## config.mk

```make
export PLATFORM = sky130hd
export DESIGN_NAME = spi_flash_init_ctrl
export DESIGN_NICKNAME = d
export VERILOG_FILES = /design/src/rtl/spi_flash_init_ctrl.sv
export SDC_FILE = /design/constraint.sdc
export NUM_CORES = 1
export LEC_CHECK = 0
export BUFFER_PORTS_ARGS = -buffer_cell sky130_fd_sc_hd__buf_2
export CORE_ASPECT_RATIO = 0.9
export CORE_UTILIZATION = 40
export CTS_CLUSTER_DIAMETER = 60
export DETAILED_ROUTE_END_ITERATION = 10
export PLACE_DENSITY = 0.6
export SLEW_MARGIN = 15
export SYNTH_ARGS = -nofsm -noshare
export SYNTH_HDL_FRONTEND = slang
export SYNTH_SLANG_ARGS = --single-unit
```

## constraint.sdc

```tcl
create_clock -name ACLK -period 2.88 [get_ports ACLK]
set_input_delay 0.144 -clock ACLK [delete_from_list [all_inputs] [get_ports ACLK]]
set_output_delay 0.144 -clock ACLK [all_outputs]
set_load 0.02 [all_outputs]
```

## src/rtl/spi_flash_init_ctrl.sv

```systemverilog
// spi_flash_init_ctrl: SPI mode-0 initiator that takes the quad flash from
// power-up to quad-ready. On start it sends WREN (0x06), then WRSR (0x01 + SR1,
// SR2), then polls RDSR (0x05) until BUSY clears or POLL_LIMIT frames have run.
// Optional feature: define SPI_FLASH_INIT_VERIFY_EN to also compare the final
// captured SR1[7:2] against the written value and flag a mismatch as error.
module spi_flash_init_ctrl #(
  parameter int unsigned CLK_DIV    = 2,   // ACLK cycles per SCLK half-period
  parameter int unsigned CS_GAP     = 4,   // min ACLK cycles CS high between frames
  parameter int unsigned POLL_LIMIT = 255  // max RDSR frames before error
) (
  input  logic        ACLK,
  input  logic        ARESET,
  input  logic        start,
  input  logic [15:0] status_value,
  output logic        CS,
  output logic        CLOCK,
  output logic        IO0,
  input  logic        IO1,
  output logic        IO2,
  output logic        IO3,
  output logic        busy,
  output logic        done,
  output logic        error,
  output logic [7:0]  poll_count
);

  typedef enum logic [3:0] {
    IDLE, WREN, GAP1, WRSR, GAP2, RDSR, GAP3, CHECK, FIN
  } state_t;

  localparam logic [15:0] DIV_LAST = 16'(CLK_DIV - 1);
  localparam logic [15:0] GAP_LAST = 16'(CS_GAP - 1);
  localparam logic [7:0]  POLL_MAX = 8'(POLL_LIMIT);

  state_t      state_q, state_d;
  logic [23:0] sh_q;
  logic [23:0] frame_word;
  logic [4:0]  bit_q;
  logic [4:0]  nbits;
  logic [15:0] div_q;
  logic [15:0] gap_q;
  logic        active_q;
  logic        cs_q;
  logic        sclk_q;
  logic        io0_q;
  logic        done_q;
  logic        error_q;
  logic [15:0] sr_lat_q;
  logic [7:0]  pcnt_q;

  logic        frame_state;
  logic        in_gap;
  logic        launch;
  logic        half_tick;
  logic        last_bit;
  logic        frame_end;
  logic        gap_done;
  logic        accept;
  logic        set_done;
  logic        set_error;
  logic        busy_bit;

`ifdef SPI_FLASH_INIT_VERIFY_EN
  logic [7:0]  rx_q;
  logic        sr1_match;
  assign busy_bit  = rx_q[0];
  assign sr1_match = (rx_q[7:2] == sr_lat_q[15:10]);
`else
  logic        rx_bit_q;
  assign busy_bit  = rx_bit_q;
`endif

  assign frame_state = (state_q == WREN) || (state_q == WRSR) || (state_q == RDSR);
  assign in_gap      = (state_q == GAP1) || (state_q == GAP2) || (state_q == GAP3);
  // Each frame state spends one cycle with CS still high to load the shifter.
  assign launch      = frame_state && !active_q;
  assign half_tick   = (div_q == DIV_LAST);
  assign last_bit    = (bit_q == nbits - 5'd1);
  assign frame_end   = active_q && half_tick && sclk_q && last_bit;
  assign gap_done    = (gap_q == GAP_LAST);
  assign accept      = start && ((state_q == IDLE) || (state_q == FIN));

  assign CS         = cs_q;
  assign CLOCK      = sclk_q;
  assign IO0        = io0_q;
  assign IO2        = 1'b1;
  assign IO3        = 1'b1;
  assign busy       = (state_q != IDLE) && (state_q != FIN);
  assign done       = done_q;
  assign error      = error_q;
  assign poll_count = pcnt_q;

  // Frame length and left-aligned payload for the current frame state.
  always_comb begin
    nbits      = 5'd16;
    frame_word = {8'h05, 16'h0000};
    case (state_q)
      WREN: begin
        nbits      = 5'd8;
        frame_word = {8'h06, 16'h0000};
      end
      WRSR: begin
        nbits      = 5'd24;
        frame_word = {8'h01, sr_lat_q};
      end
      default: ;
    endcase
  end

  // State register.
  always_ff @(posedge ACLK or posedge ARESET) begin
    if (ARESET) state_q <= IDLE;
    else        state_q <= state_d;
  end

  // Next-state logic plus done/error set requests out of CHECK.
  always_comb begin
    state_d   = state_q;
    set_done  = 1'b0;
    set_error = 1'b0;
    case (state_q)
      IDLE, FIN: if (start) state_d = WREN;
      WREN:      if (frame_end) state_d = GAP1;
      GAP1:      if (gap_done) state_d = WRSR;
      WRSR:      if (frame_end) state_d = GAP2;
      GAP2:      if (gap_done) state_d = RDSR;
      RDSR:      if (frame_end) state_d = CHECK;
      GAP3:      if (gap_done) state_d = RDSR;
      CHECK: begin
        if (!busy_bit) begin
          state_d  = FIN;
          set_done = 1'b1;
`ifdef SPI_FLASH_INIT_VERIFY_EN
          set_error = !sr1_match;
`endif
        end else if (pcnt_q == POLL_MAX) begin
          state_d   = FIN;
          set_done  = 1'b1;
          set_error = 1'b1;
        end else begin
          state_d = GAP3;
        end
      end
      default:   state_d = IDLE;
    endcase
  end

  // Run status: latch on accepted start, sticky done/error, gap timer.
  always_ff @(posedge ACLK or posedge ARESET) begin
    if (ARESET) begin
      sr_lat_q <= '0;
      done_q   <= 1'b0;
      error_q  <= 1'b0;
      gap_q    <= '0;
    end else begin
      if (accept) begin
        sr_lat_q <= status_value;
        done_q   <= 1'b0;
        error_q  <= 1'b0;
      end
      if (set_done)  done_q  <= 1'b1;
      if (set_error) error_q <= 1'b1;
      gap_q <= in_gap ? gap_q + 16'd1 : '0;
    end
  end

  // SPI frame engine: SCLK low then high for CLK_DIV cycles per bit; MOSI
  // shifts on SCLK fall, MISO sampled on the edge that raises SCLK.
  always_ff @(posedge ACLK or posedge ARESET) begin
    if (ARESET) begin
      active_q <= 1'b0;
      cs_q     <= 1'b1;
      sclk_q   <= 1'b0;
      io0_q    <= 1'b0;
      sh_q     <= '0;
      bit_q    <= '0;
      div_q    <= '0;
      pcnt_q   <= '0;
`ifdef SPI_FLASH_INIT_VERIFY_EN
      rx_q     <= '0;
`else
      rx_bit_q <= 1'b0;
`endif
    end else begin
      if (accept) pcnt_q <= '0;
      if (launch) begin
        active_q <= 1'b1;
        cs_q     <= 1'b0;
        sclk_q   <= 1'b0;
        io0_q    <= frame_word[23];
        sh_q     <= {frame_word[22:0], 1'b0};
        bit_q    <= '0;
        div_q    <= '0;
      end else if (active_q) begin
        if (!half_tick) begin
          div_q <= div_q + 16'd1;
        end else begin
          div_q <= '0;
          if (!sclk_q) begin
            sclk_q <= 1'b1;
`ifdef SPI_FLASH_INIT_VERIFY_EN
            rx_q <= {rx_q[6:0], IO1};
`else
            rx_bit_q <= IO1;
`endif
          end else begin
            sclk_q <= 1'b0;
            if (last_bit) begin
              active_q <= 1'b0;
              cs_q     <= 1'b1;
              io0_q    <= 1'b0;
              if ((state_q == RDSR) && (pcnt_q != POLL_MAX)) pcnt_q <= pcnt_q + 8'd1;
            end else begin
              io0_q <= sh_q[23];
              sh_q  <= {sh_q[22:0], 1'b0};
              bit_q <= bit_q + 5'd1;
            end
          end
        end
      end
    end
  end

endmodule

```

==> metrics.txt <==
Highest Clock Rate 0.4298 GHz; Least-Margin Pin Slew 0.9020 ns; skew final 0.009288 ns; leakage between 0.002 and 0.0025 uW; clock buffer count from CTS 9; initial antenna violation count 0; GRT Util Overall 17.94%; Post-Syn Area 0.004626 mm2; top-area cell type share of the netlist area 50.85%; Routability Congestion 0.7781; crit start category register; CTS tree yes; core footprint roughly 0.011 mm2; worst relative slew slack between 30% and 40%; Setup crit end kind register; sequential-to-total area share from yosys stat 51.42%; main area contributors after synthesis dfrtp_1 (51%), nand2_1 (8.4%), xor2_1 (3.6%); most numerous cell in the Yosys netlist nand2_1; Syn Inst Count approximately 480; WHS 0.008856 ns; Yosys reg bits 95; nets@finish 543; area grow syn2layout 15.12%; top cells by count, synth nand2_1 (103), dfrtp_1 (94), nor2_1 (35); biggest area consumer among synthesized cells dfrtp_1; Req. time, crit path between 3 and 4 ns; final worst path period share approximately 81%; Die Ht roughly 100 um; Via density 5.251; H-tree level count 3; number of global-route vias before repair 3430; RSZ-0062 raised after global routing false; status completed; hold crit path type in -> reg; Placement Cell Area approximately 0.0049 mm2; Synth warnings 0; share of cells above drive strength 1 approximately 14%; first-pass GRT wire length approximately 17 mm; post-detail-place hpwl 6.071 mm; Top Ports 36; # DRC 0; TritonRoute pass-1 iters 5; Post-Place Cells 643; antenna diode count 0; starting density of the core about two fifths; clk slew on worst S/H paths 0.07 ns; ys async rst share 100.0%; Max-Cap Viols 0; Final Hold Vio Count 0; post-CTS resize count 0; Multi-input gate area slightly above 0.002 mm2; power density over the cells 751.2 mW/mm2; port bufs 33; Vias about 3500; final setup fails 0; Clock Latency Late Sink around 0.35 ns; CP arrival 2.59 ns; Rows 36; fin crit period 2.327 ns; root buffer cell clkbuf_16; Slew Viols, Final 0; routed len/inst 14.38 um; critical path class reg -> reg; Top FF cell, synth dfrtp_1; TNS Setup 0 ns; filler cell count 1090; largest net degree at the start of global routing 96; post-synth cell types 66; Max Buffers Root-to-Sink 2; Routed Antenna Nets 0; critical path fanouts, max 10; Overflow after GRT 0; die width 115.4 um; Starting DRT DRC Count 260; Power Total 4000 uW; total wire length 9.690 mm; final instance area 0.005325 mm2; clock sink count between 90 and 100; DIE AREA 0.01200 mm2; Synth Area per Inst 9.677 um2; fin cells between 600 and 700; number of synthesized flops with an enable pin 0; Register Area around 0.0024 mm2; maximum VDD drop between 0.5 and 0.6 mV
==> registers in the layout (all words and copies together) (netlist names) <==
name        flops
CLOCK           1
state_q         4
div_q          16
CS              1
sh_q           23
sr_lat_q       16
poll_count      8
bit_q           5
gap_q          16
error           1
busy_bit        1
done            1
active_q        1
IO0             1
==> final timing paths <==
path / start / to / slack (ns) / cells past startpoint
min: status_value[15] / sr_lat_q[15] / 0.009 / 3
min in group asynchronous: ARESET / div_q[8] / 0.44 / 4
max in group asynchronous: ARESET / gap_q[3] / 2.04 / 4
max reg2reg: bit_q[0] / poll_count[4] / 0.55 / 6
max: bit_q[0] / poll_count[4] / 0.55 / 6
min reg2reg: sh_q[20] / sh_q[21] / 0.47 / 2
==> kinds of logic (layout without fill, tap and decap cells) <==
group	count (synthesis)	count (layout)	synth area share [%]
AND/OR/NAND/NOR	225	225	24.61
flip-flops	95	95	51.42
AO/OA/AOI/OAI	80	80	11.96
buffers and inverters	38	81	3.922
XOR/XNOR	27	27	5.112
multiplexers	7	7	1.542
adder cells (fa/ha/maj)	5	5	1.352
other	1	2	0.08107
==> per-stage QoR <==
stage	util [%]	worst slack (ns)
5_1_grt	48.25	0.4486
3_5_place_dp	44.40	0.6341
4_1_cts	48.25	0.5553
2_1_floorplan	-	0.2606
3_3_place_gp	44.40	0.7634
6_report	48.25	0.5531
==> layer usage <==
layer	wire, um	global-route usage (%)
met1	4926	25.78
met2	4293	26.13
met3	399	5.361
met4	70	4.731
met5	0	0
==> cell usage in the layout, fill, tap and decap left out, types with 3 or more instances in the layout <==
master and n:
xor2_1 19, ha_1 5, or3_1 6, a21oi_1 10, clkbuf_16 9, o31ai_1 4, buf_4 4, mux2i_1 6
nor3_1 5, a2bb2oi_1 15, o211ai_1 3, and4_1 4, nor2_1 35, nor4_1 7, nand4_1 11, and3_1 7
dfrtp_1 94, o21ai_1 3, buf_2 33, nand2_1 103, nand3_1 20, inv_1 11, dlygate4sd3_1 16, o21ai_0 25
xnor2_1 8
==> final cells by class <==
cell class	count	area share (%)
well taps	152	3.571
inverters	12	0.8694
multi-input cells	346	38.86
flip-flops and latches	95	44.67
clock buffers	11	4.370
repair buffers	54	7.049
clock inverters	4	0.6109
==> critical path: stages, from the launching register on <==
cell and delay, ns:
dfrtp_1 0.39, ha_1 0.21, nor4bb_1 0.37, a22oi_2 0.15
a211o_1 0.41, or4_1 0.51, a21oi_1 0.20
==> power by group <==
part / leakage [uW] / internal (uW) / switching, uW
sequential: 0.00120 / 1690 / 291
combinational: 0.00104 / 414 / 523
clock: 0.000122 / 585 / 499
total: 0.00237 / 2690 / 1310
==> timing repair <==
action | in CTS | in global routing
hold buffers | 16 | 0
buffers inserted | 0 | 0
endpoints found under the hold margin | 109 | 0
No activity file was read; power rests on OpenSTA's default activity.
